$ cat src/rtl/tc_regfile_pkg.sv
// Shared types and helpers for the TC register file.
// Build option: define TC_REGFILE_BYPASS_EN for write-through read forwarding.
package tc_regfile_pkg;

  typedef enum logic {
    TC_RF_IDLE  = 1'b0,
    TC_RF_SWEEP = 1'b1
  } tc_rf_state_e;

  // $clog2 returns 0 for depth 1; ports still need at least one address bit.
  function automatic int tc_rf_addr_w(input int depth);
    return (depth <= 2) ? 1 : $clog2(depth);
  endfunction

endpackage

$ cat src/rtl/tc_regfile_read_port.sv
// One registered read port: range check, optional write-through, enable gating.
// Build option: TC_REGFILE_BYPASS_EN enables same-cycle write forwarding.
module tc_regfile_read_port
  import tc_regfile_pkg::*;
#(
  parameter int DATA_W = 8,
  parameter int DEPTH  = 8,
  parameter int ADDR_W = tc_rf_addr_w(DEPTH)
) (
  input  logic                         clk,
  input  logic                         reset,
  input  logic                         en,
  input  logic [ADDR_W-1:0]            addr,
  input  logic [DEPTH-1:0][DATA_W-1:0] mem,
  input  logic                         wr_fire,
  input  logic [ADDR_W-1:0]            wr_addr,
  input  logic [DATA_W-1:0]            wr_data,
  output logic [DATA_W-1:0]            data
);

  logic              in_range;
  logic [DATA_W-1:0] word;

  assign in_range = {1'b0, addr} < (ADDR_W+1)'(DEPTH);

  always_comb begin
    word = in_range ? mem[addr] : '0;
`ifdef TC_REGFILE_BYPASS_EN
    // wr_fire is already range-checked and cleared for dropped writes.
    if (wr_fire && (wr_addr == addr)) word = wr_data;
`endif
  end

`ifndef TC_REGFILE_BYPASS_EN
  logic unused_wr;
  assign unused_wr = ^{wr_fire, wr_addr, wr_data};
`endif

  always_ff @(posedge clk) begin
    if (reset) data <= '0;
    else       data <= en ? word : '0;
  end

endmodule

$ cat src/rtl/tc_register_file.sv
// DEPTH x DATA_W register bank: two registered read ports, one write port, clear sweep.
// Build option: TC_REGFILE_BYPASS_EN forwards accepted writes to same-address reads.
module tc_register_file
  import tc_regfile_pkg::*;
#(
  parameter  int DATA_W = 8,
  parameter  int DEPTH  = 8,
  localparam int ADDR_W = tc_rf_addr_w(DEPTH)
) (
  input  logic              clk,
  input  logic              reset,
  input  logic              rd0_en,
  input  logic [ADDR_W-1:0] rd0_addr,
  output logic [DATA_W-1:0] rd0_data,
  input  logic              rd1_en,
  input  logic [ADDR_W-1:0] rd1_addr,
  output logic [DATA_W-1:0] rd1_data,
  input  logic              wr_en,
  input  logic [ADDR_W-1:0] wr_addr,
  input  logic [DATA_W-1:0] wr_data,
  input  logic              clr_req,
  output logic              busy
);

  localparam logic [ADDR_W-1:0] LAST = ADDR_W'(DEPTH - 1);

  logic [DEPTH-1:0][DATA_W-1:0] mem;
  tc_rf_state_e                 state_q, state_d;
  logic [ADDR_W-1:0]            ptr_q, ptr_d;
  logic                         wr_fire;

  assign busy    = (state_q == TC_RF_SWEEP);
  assign wr_fire = wr_en & ~busy & ~reset & ({1'b0, wr_addr} < (ADDR_W+1)'(DEPTH));

  always_ff @(posedge clk) begin
    if (reset) begin
      state_q <= TC_RF_IDLE;
      ptr_q   <= '0;
    end else begin
      state_q <= state_d;
      ptr_q   <= ptr_d;
    end
  end

  always_comb begin
    state_d = state_q;
    ptr_d   = ptr_q;
    case (state_q)
      TC_RF_IDLE: begin
        if (clr_req) begin
          state_d = TC_RF_SWEEP;
          ptr_d   = '0;
        end
      end
      TC_RF_SWEEP: begin
        if (ptr_q == LAST) begin
          state_d = TC_RF_IDLE;
          ptr_d   = '0;
        end else begin
          ptr_d = ptr_q + 1'b1;
        end
      end
      default: state_d = TC_RF_IDLE;
    endcase
  end

  // Writes are only accepted while idle, so the sweep never collides with one.
  always_ff @(posedge clk) begin
    if (reset)        mem <= '0;
    else if (busy)    mem[ptr_q] <= '0;
    else if (wr_fire) mem[wr_addr] <= wr_data;
  end

  logic [1:0]             rd_en;
  logic [1:0][ADDR_W-1:0] rd_addr;
  logic [1:0][DATA_W-1:0] rd_data;

  assign rd_en   = {rd1_en, rd0_en};
  assign rd_addr = {rd1_addr, rd0_addr};
  assign rd0_data = rd_data[0];
  assign rd1_data = rd_data[1];

  for (genvar p = 0; p < 2; p++) begin : g_rd
    tc_regfile_read_port #(
      .DATA_W (DATA_W),
      .DEPTH  (DEPTH),
      .ADDR_W (ADDR_W)
    ) u_port (
      .clk     (clk),
      .reset   (reset),
      .en      (rd_en[p]),
      .addr    (rd_addr[p]),
      .mem     (mem),
      .wr_fire (wr_fire),
      .wr_addr (wr_addr),
      .wr_data (wr_data),
      .data    (rd_data[p])
    );
  end

endmodule

$ cat config.mk
export PLATFORM = sky130hd
export DESIGN_NAME = tc_register_file
export DESIGN_NICKNAME = d
export VERILOG_FILES = /design/src/rtl/tc_regfile_pkg.sv /design/src/rtl/tc_regfile_read_port.sv /design/src/rtl/tc_register_file.sv
export SDC_FILE = /design/constraint.sdc
export NUM_CORES = 1
export LEC_CHECK = 0
export CAP_MARGIN = 40
export CELL_PAD_IN_SITES_DETAIL_PLACEMENT = 1
export CELL_PAD_IN_SITES_GLOBAL_PLACEMENT = 2
export CORE_MARGIN = 4
export CORE_UTILIZATION = 40
export CTS_CLUSTER_SIZE = 24
export DETAILED_ROUTE_END_ITERATION = 6
export DONT_BUFFER_PORTS = 1
export PLACE_DENSITY = 0.84
export SLEW_MARGIN = 20
export SYNTH_ARGS = -nofsm -noshare
export SYNTH_HDL_FRONTEND = slang
export SYNTH_SLANG_ARGS = --single-unit
$ cat constraint.sdc
create_clock -name clk -period 2.5 [get_ports clk]
set_input_delay 0.75 -clock clk [delete_from_list [all_inputs] [get_ports clk]]
set_output_delay 0.75 -clock clk [all_outputs]
set_load 0.005 [all_outputs]
==> impl_metrics.env, run 1 <==
export IMPL_outcome="finished, final reports clean"
export IMPL_via_per_inst=6.22
export IMPL_std_cell_rows=36
export IMPL_drt_drc_violations_left=0
export IMPL_drtAntennaViolNets=0
export IMPL_synth_edf_count=0
export IMPL_antenna_diode_count=0
export IMPL_clk_path_buf_depth=2
export IMPL_dieWidth_um=110
export IMPL_synthesis_area_per_instance_um2=9.70
export IMPL_routed_wl_um=13100
export IMPL_final_hold_viol_count=0
export IMPL_grt_max_degree=33
export IMPL_cts_clk_slew_worst_paths_ps=90
export IMPL_fin_nets=437
export IMPL_synth_main_ff_cell="sky130_fd_sc_hd__dfxtp_1"
export IMPL_iter_0_drt_violations=174
export IMPL_syn_area_um2=4140
export IMPL_final_design_area_no_fill_um2=4480
export IMPL_cts_root_buf="sky130_fd_sc_hd__clkbuf_8"
export IMPL_synth_warnings=0
export IMPL_detailroute_via_count=3421
export IMPL_path_class="primary input to flip-flop"
export IMPL_rsz_0062_raised_after_global_routing="false"
export IMPL_grt_first_pass_wirelength_um=20300
export IMPL_routabilityCongestion=0.820
export IMPL_dieHeight_um=110
export IMPL_crit_family="simple AND/OR/NAND/NOR gates"
export IMPL_hold_crit_class="primary input to flip-flop"
export IMPL_endpoint_kind="flip-flop"
export IMPL_antenna_found_initial=0
export IMPL_cts_buf_count=9
export IMPL_synth_async_sr_flop_share=0
export IMPL_mostFrequentLayoutCell="sky130_fd_sc_hd__dfxtp_1"
export IMPL_holdPathStages=1
export IMPL_power_density_nw_per_um2=593
export IMPL_leakage_nw=1.72
export IMPL_cp_slowest_cell="sky130_fd_sc_hd__or4b_1"
export IMPL_tightestPinTransition_ps=754
export IMPL_period_utilization=0.723
export IMPL_critical_path_max_fanout=8
export IMPL_timing_critical_path_buf_inv=0
export IMPL_place_detailed_instances=534
export IMPL_timing_setup_tns_ps=0
export IMPL_synth_area_leaders="sky130_fd_sc_hd__dfxtp_1 (41%), sky130_fd_sc_hd__mux2i_1 (18%), sky130_fd_sc_hd__nor3_1 (8.7%)"
export IMPL_report_final_setup_viol=0
export IMPL_io_pins=40
export IMPL_synth_net_count=452
export IMPL_avgRoutedWirePerCell_um=23.9
export IMPL_port_buffer_count=0
export IMPL_final_min_clock_period_ps=1810
export IMPL_first_pass_iters=4
export IMPL_synth_top_area_cell="sky130_fd_sc_hd__dfxtp_1"
export IMPL_timing_critical_path_arrival_ps=2070
export IMPL_maxCapViolations=0
export IMPL_clock_tree_from_tritoncts="built"
export IMPL_worstSetupStartpointType="primary input"
export IMPL_postSynthCellCount=427
export IMPL_cts_repair_resized=0
export IMPL_worstPathCellList="or4b_1 -> or2_0 -> a31o_1"
export IMPL_floorplan_initialDensity=0.418
export IMPL_finalMaxSlewViolations=0
export IMPL_highest_cell_delay_on_the_worst_timing_path_ps=630
export IMPL_track_usage=0.228
export IMPL_placedInstanceArea_um2=4270
export IMPL_max_vdd_ir_drop_mv=0.299
export IMPL_synth_cell_type_count=29
export IMPL_postSynthRegisterBits=84
export IMPL_grt_pass1_vias=3563
export IMPL_cp_depth=3
export IMPL_post_route_cells_drive_above_1_share=0.197
export IMPL_h_tree_depth=3
export IMPL_cts_hold_repair_buffers=0
export IMPL_worst_skew_pair_latency_ps=370
export IMPL_final_hold_worst_slack_ps=460
export IMPL_floorplan_core_area_um2=9910
export IMPL_area_fraction_of_the_dominant_cell_type_after_synthesis=0.406
export IMPL_post_route_worst_setup_slack_ps=693
export IMPL_place_worst_setup_slack_ps=305
export IMPL_final_instance_count_excl_fill=550
export IMPL_final_setup_skew_ps=17.3
export IMPL_area_delta_synth_final_pct=8.06
export IMPL_max_freq_mhz=553
export IMPL_grt_overflow_total=0
export IMPL_synth_yosys_seq_area_share=0.406
export IMPL_post_cts_setup_bufs=0
export IMPL_most_common_layout_cells="sky130_fd_sc_hd__dfxtp_1 (84), sky130_fd_sc_hd__mux2i_1 (73), sky130_fd_sc_hd__nor3_1 (72), sky130_fd_sc_hd__a31o_2 (40), sky130_fd_sc_hd__a22o_1 (32)"
export IMPL_worst_r2r_path_cells=3
export IMPL_floorplan_die_area_um2=12000
export IMPL_cp_required_ps=2760
export IMPL_place_detailed_hpwl_um=9400
export IMPL_clock_sinks=84
export IMPL_relSlewSlack=0.498
[cell families (layout without fill, tap and decap cells)]
| family | after synthesis | after routing | share of synthesized area |
|---|---|---|---|
| compound gates | 99 | 99 | 0.202 |
| simple gates | 122 | 122 | 0.159 |
| fa+ha+maj | 2 | 2 | 0.00604 |
| mux | 73 | 73 | 0.176 |
| flops | 84 | 84 | 0.406 |
| buf+inv | 47 | 37 | 0.0501 |
[per-stage QoR]
step	utilization	total power [mW]
after CTS	0.452	2.68
final	0.452	2.66
after detailed placement	0.431	1.67
after floorplan	-	1.61
after global placement	0.431	1.67
after global routing	0.452	2.76
[layer usage]
layer | vias to the layer above | GRT usage | routed length, um
met5 | - | 0 | 0
met4 | 0 | 0.0356 | 75
met3 | 8 | 0.0493 | 833
met2 | 116 | 0.374 | 6110
met1 | 1715 | 0.312 | 6100
li1 | 1582 | - | -
[state kept, by name, indices dropped and copies added, names as in the netlist]
name,flops
ptr_q,3
g_rd.u_port.data,16
mem,64
busy,1
[where the power goes]
part           switching (mW)  leakage (nW)  internal (mW)
sequential             0.0196         0.679           1.36
combinational           0.157         0.934          0.107
clock                   0.535         0.101          0.478
total                   0.711          1.71           1.94
[final timing paths]
| check | from | to | slack [ps] |
|---|---|---|---|
| setup / recovery | wr_addr[1] | mem[5] | 690 |
| hold / removal | reset | ptr_q[2] | 460 |
| setup reg to reg | busy | mem[38] | 840 |
| hold reg to reg | mem[62] | mem[62] | 480 |
[Yosys cell counts (3+ instances only)]
cell                       number
sky130_fd_sc_hd__a31o_1        16
sky130_fd_sc_hd__buf_1          7
sky130_fd_sc_hd__or2_0          4
sky130_fd_sc_hd__dfxtp_1       84
sky130_fd_sc_hd__or2_2          3
sky130_fd_sc_hd__nor2b_1        7
sky130_fd_sc_hd__clkbuf_2       6
sky130_fd_sc_hd__nor3_1        72
sky130_fd_sc_hd__a21oi_1        5
sky130_fd_sc_hd__nor2_1         7
sky130_fd_sc_hd__nand2b_1      11
sky130_fd_sc_hd__mux2i_1       73
sky130_fd_sc_hd__a31o_2        40
sky130_fd_sc_hd__a31oi_1        4
sky130_fd_sc_hd__nand2_1        8
sky130_fd_sc_hd__clkbuf_1      25
sky130_fd_sc_hd__a22o_1        32
sky130_fd_sc_hd__buf_2          7
[worst reg2reg max path, stage by stage, from the launching register on]
cell                      delay (ps)
sky130_fd_sc_hd__dfxtp_1         350
sky130_fd_sc_hd__or2_1           450
sky130_fd_sc_hd__or2_2           500
sky130_fd_sc_hd__a31o_2          280
[cell type report]
type	instances	area (um2)
fill	1135	5430
multi-input combinational	296	2250
sequential	84	1680
timing repair buffer	21	170
tap	133	166
clock buffer	9	124
clock inverter	7	81.3
Power figures use the tool's default switching activity.
==> run 2: changes to the inputs <==
--- a/config.mk
+++ b/config.mk
@@ -5,15 +5,16 @@
 export SDC_FILE = /design/constraint.sdc
 export NUM_CORES = 1
 export LEC_CHECK = 0
+export ABC_AREA = 1
 export CAP_MARGIN = 40
 export CELL_PAD_IN_SITES_DETAIL_PLACEMENT = 1
 export CELL_PAD_IN_SITES_GLOBAL_PLACEMENT = 2
 export CORE_MARGIN = 4
-export CORE_UTILIZATION = 40
+export CORE_UTILIZATION = 32
 export CTS_CLUSTER_SIZE = 24
 export DETAILED_ROUTE_END_ITERATION = 6
 export DONT_BUFFER_PORTS = 1
-export PLACE_DENSITY = 0.84
+export PLACE_DENSITY = 0.82
 export SLEW_MARGIN = 20
 export SYNTH_ARGS = -nofsm -noshare
 export SYNTH_HDL_FRONTEND = slang
==> constraint.sdc (replaced) <==
create_clock -name clk -period 1.6 [get_ports clk]
set_input_delay 0.48 -clock clk [delete_from_list [all_inputs] [get_ports clk]]
set_output_delay 0.48 -clock clk [all_outputs]
set_load 0.005 [all_outputs]
==> impl_metrics.env, run 2 <==
export IMPL_synthesis_area_per_instance_um2=6.59
export IMPL_clk_path_buf_depth=2
export IMPL_max_flop_register="mem"
export IMPL_floorplan_initialDensity=0.331
export IMPL_fill_cells=1749
export IMPL_floorplan_core_area_um2=13500
export IMPL_synth_main_ff_cell="sky130_fd_sc_hd__dfxtp_1"
export IMPL_synth_area_leaders="sky130_fd_sc_hd__dfxtp_1 (38%), sky130_fd_sc_hd__nand3_1 (20%), sky130_fd_sc_hd__nand2_1 (8.5%)"
export IMPL_final_setup_skew_ps=10.9
export IMPL_dieWidth_um=126
export IMPL_worst_skew_pair_latency_ps=350
export IMPL_max_vdd_ir_drop_mv=0.746
export IMPL_synth_warnings=0
export IMPL_leakage_nw=1.87
export IMPL_synth_most_common_cell="sky130_fd_sc_hd__nand3_1"
export IMPL_std_cell_rows=42
export IMPL_clock_tree_from_tritoncts="built"
export IMPL_synth_yosys_seq_area_share=0.378
export IMPL_most_common_layout_cells="sky130_fd_sc_hd__nand3_1 (176), sky130_fd_sc_hd__nand2_1 (101), sky130_fd_sc_hd__nor2_1 (87), sky130_fd_sc_hd__dfxtp_1 (84), sky130_fd_sc_hd__a21oi_1 (67)"
export IMPL_hold_crit_class="primary input to flip-flop"
export IMPL_place_detailed_hpwl_um=12500
export IMPL_grt_pass1_vias=4742
export IMPL_dieHeight_um=126
export IMPL_placedInstanceArea_um2=4630
export IMPL_cts_clk_slew_worst_paths_ps=70
export IMPL_h_tree_depth=3
export IMPL_iter_0_drt_violations=473
export IMPL_timing_critical_path_arrival_ps=1700
export IMPL_synth_net_count=701
export IMPL_drtAntennaViolNets=0
export IMPL_relSlewSlack=0.774
export IMPL_final_min_clock_period_ps=1460
export IMPL_synth_commonest_cells="sky130_fd_sc_hd__nand3_1 (176), sky130_fd_sc_hd__nand2_1 (101), sky130_fd_sc_hd__nor2_1 (88)"
export IMPL_critical_path_max_fanout=8
export IMPL_final_design_area_no_fill_um2=4920
export IMPL_io_pins=40
export IMPL_cts_hold_repair_buffers=0
export IMPL_postSynthCellCount=676
export IMPL_routed_wl_um=17200
export IMPL_finalMaxSlewViolations=0
export IMPL_routabilityCongestion=0.871
export IMPL_area_delta_synth_final_pct=10.4
export IMPL_path_class="flip-flop to flip-flop"
export IMPL_largest_register_ff_count=64
export IMPL_timing_setup_tns_ps=0
export IMPL_syn_area_um2=4450
export IMPL_floorplan_die_area_um2=15900
export IMPL_postSynthRegisterBits=84
export IMPL_rsz_0062_raised_after_global_routing="false"
export IMPL_antenna_diode_count=0
export IMPL_mostFrequentLayoutCell="sky130_fd_sc_hd__nand3_1"
export IMPL_endpoint_kind="flip-flop"
export IMPL_track_usage=0.220
export IMPL_fin_nets=691
export IMPL_highest_cell_delay_on_the_worst_timing_path_ps=430
export IMPL_period_utilization=0.911
export IMPL_synth_top_area_cell="sky130_fd_sc_hd__dfxtp_1"
export IMPL_max_freq_mhz=686
export IMPL_post_route_cells_drive_above_1_share=0.0879
export IMPL_power_density_nw_per_um2=940
export IMPL_avgRoutedWirePerCell_um=20.3
export IMPL_clock_sinks=84
export IMPL_drt_drc_violations_left=0
export IMPL_worstPathCellList="inv_1 -> nor2_2 -> nand2_1 -> nand3_1 -> a21oi_1"
export IMPL_cp_slowest_cell="sky130_fd_sc_hd__dfxtp_1"
export IMPL_worstSetupStartpointType="flip-flop"
export IMPL_layout_core_utilization=0.366
export IMPL_area_fraction_of_the_dominant_cell_type_after_synthesis=0.378
export IMPL_biggestRegsByFlops="mem (64), g_rd.u_port.data (16), ptr_q (3)"
export IMPL_final_instance_count_excl_fill=847
export IMPL_first_pass_iters=6
export IMPL_grt_max_degree=72
export IMPL_place_detailed_instances=831
export IMPL_grt_overflow_total=0
export IMPL_detailroute_via_count=4651
export IMPL_final_hold_viol_count=0
export IMPL_grt_first_pass_wirelength_um=27100
export IMPL_synth_cell_type_count=21
export IMPL_outcome="finished, final reports clean"
export IMPL_synth_edf_count=0
export IMPL_cp_required_ps=1840
export IMPL_via_per_inst=5.49
export IMPL_tightestPinTransition_ps=338
export IMPL_cts_root_buf="sky130_fd_sc_hd__clkbuf_16"
export IMPL_port_buffer_count=0
export IMPL_synth_async_sr_flop_share=0
export IMPL_antenna_found_initial=0
export IMPL_total_power_mw=4.62
export IMPL_cts_buf_count=9
export IMPL_maxCapViolations=0
export IMPL_report_final_setup_viol=0
==> run 2: final cells by class <==
class / count / area (um2) / area share
multi-input combinational: 500 / 2370 / 0.481
sequential: 84 / 1680 / 0.342
clock buffer: 9 / 225 / 0.0458
tap: 176 / 220 / 0.0448
inverter: 51 / 191 / 0.0389
timing repair buffer: 20 / 175 / 0.0356
clock inverter: 7 / 57.6 / 0.0117
==> run 2: per-layer routing <==
layer,GRT usage,up-vias,wire (um)
li1,-,2231,-
met1,0.306,2274,7960
met2,0.341,123,7780
met3,0.0538,23,1070
met4,0.0599,0,340
met5,0,-,0
==> run 2: logic make-up after synthesis <==
logic type / count (synthesis) / share of synthesized area
and+or+nand+nor: 382 / 0.394
AOI/OAI and AO/OA: 116 / 0.131
adders and majority gates: 2 / 0.00562
DFF: 84 / 0.378
buffers and inverters: 92 / 0.0919
==> run 2: path summary, 6_finish.rpt <==
path	slack [ps]	cells past startpoint	endpoint	from
worst max-delay path	140	5	mem[37]	busy
worst min-delay path	210	1	mem[47]	reset
worst max register to register	140	5	mem[37]	busy
worst min register to register	480	2	mem[63]	mem[63]
==> run 2: power by group <==
part | switching [mW] | internal (mW) | leakage (nW) | total [mW]
Sequential | 0.0302 | 2.13 | 0.680 | 2.16
Combinational | 0.289 | 0.156 | 1.05 | 0.445
Clock | 0.947 | 1.07 | 0.134 | 2.02
==> run 2: through the flow <==
stage	setup slack, ps	hold WS (ps)
6_report	143	208
3_5_place_dp	-21.2	477
2_1_floorplan	277	459
4_1_cts	141	180
3_3_place_gp	-28.3	466
5_1_grt	7.86	186
==> run 2: critical path, delay by kind of cell, from the launching register on <==
kind / cells / cell delay, ps
flip-flops: 1 / 430
AND/OR/NAND/NOR: 3 / 730
buffers and inverters: 1 / 110
AO/OA/AOI/OAI: 1 / 70
==> run 2: what timing repair did <==
action / CTS / global route
resized for setup: 1 / 0
buffers inserted: 0 / 0
setup endpoints to repair: 16 / 0
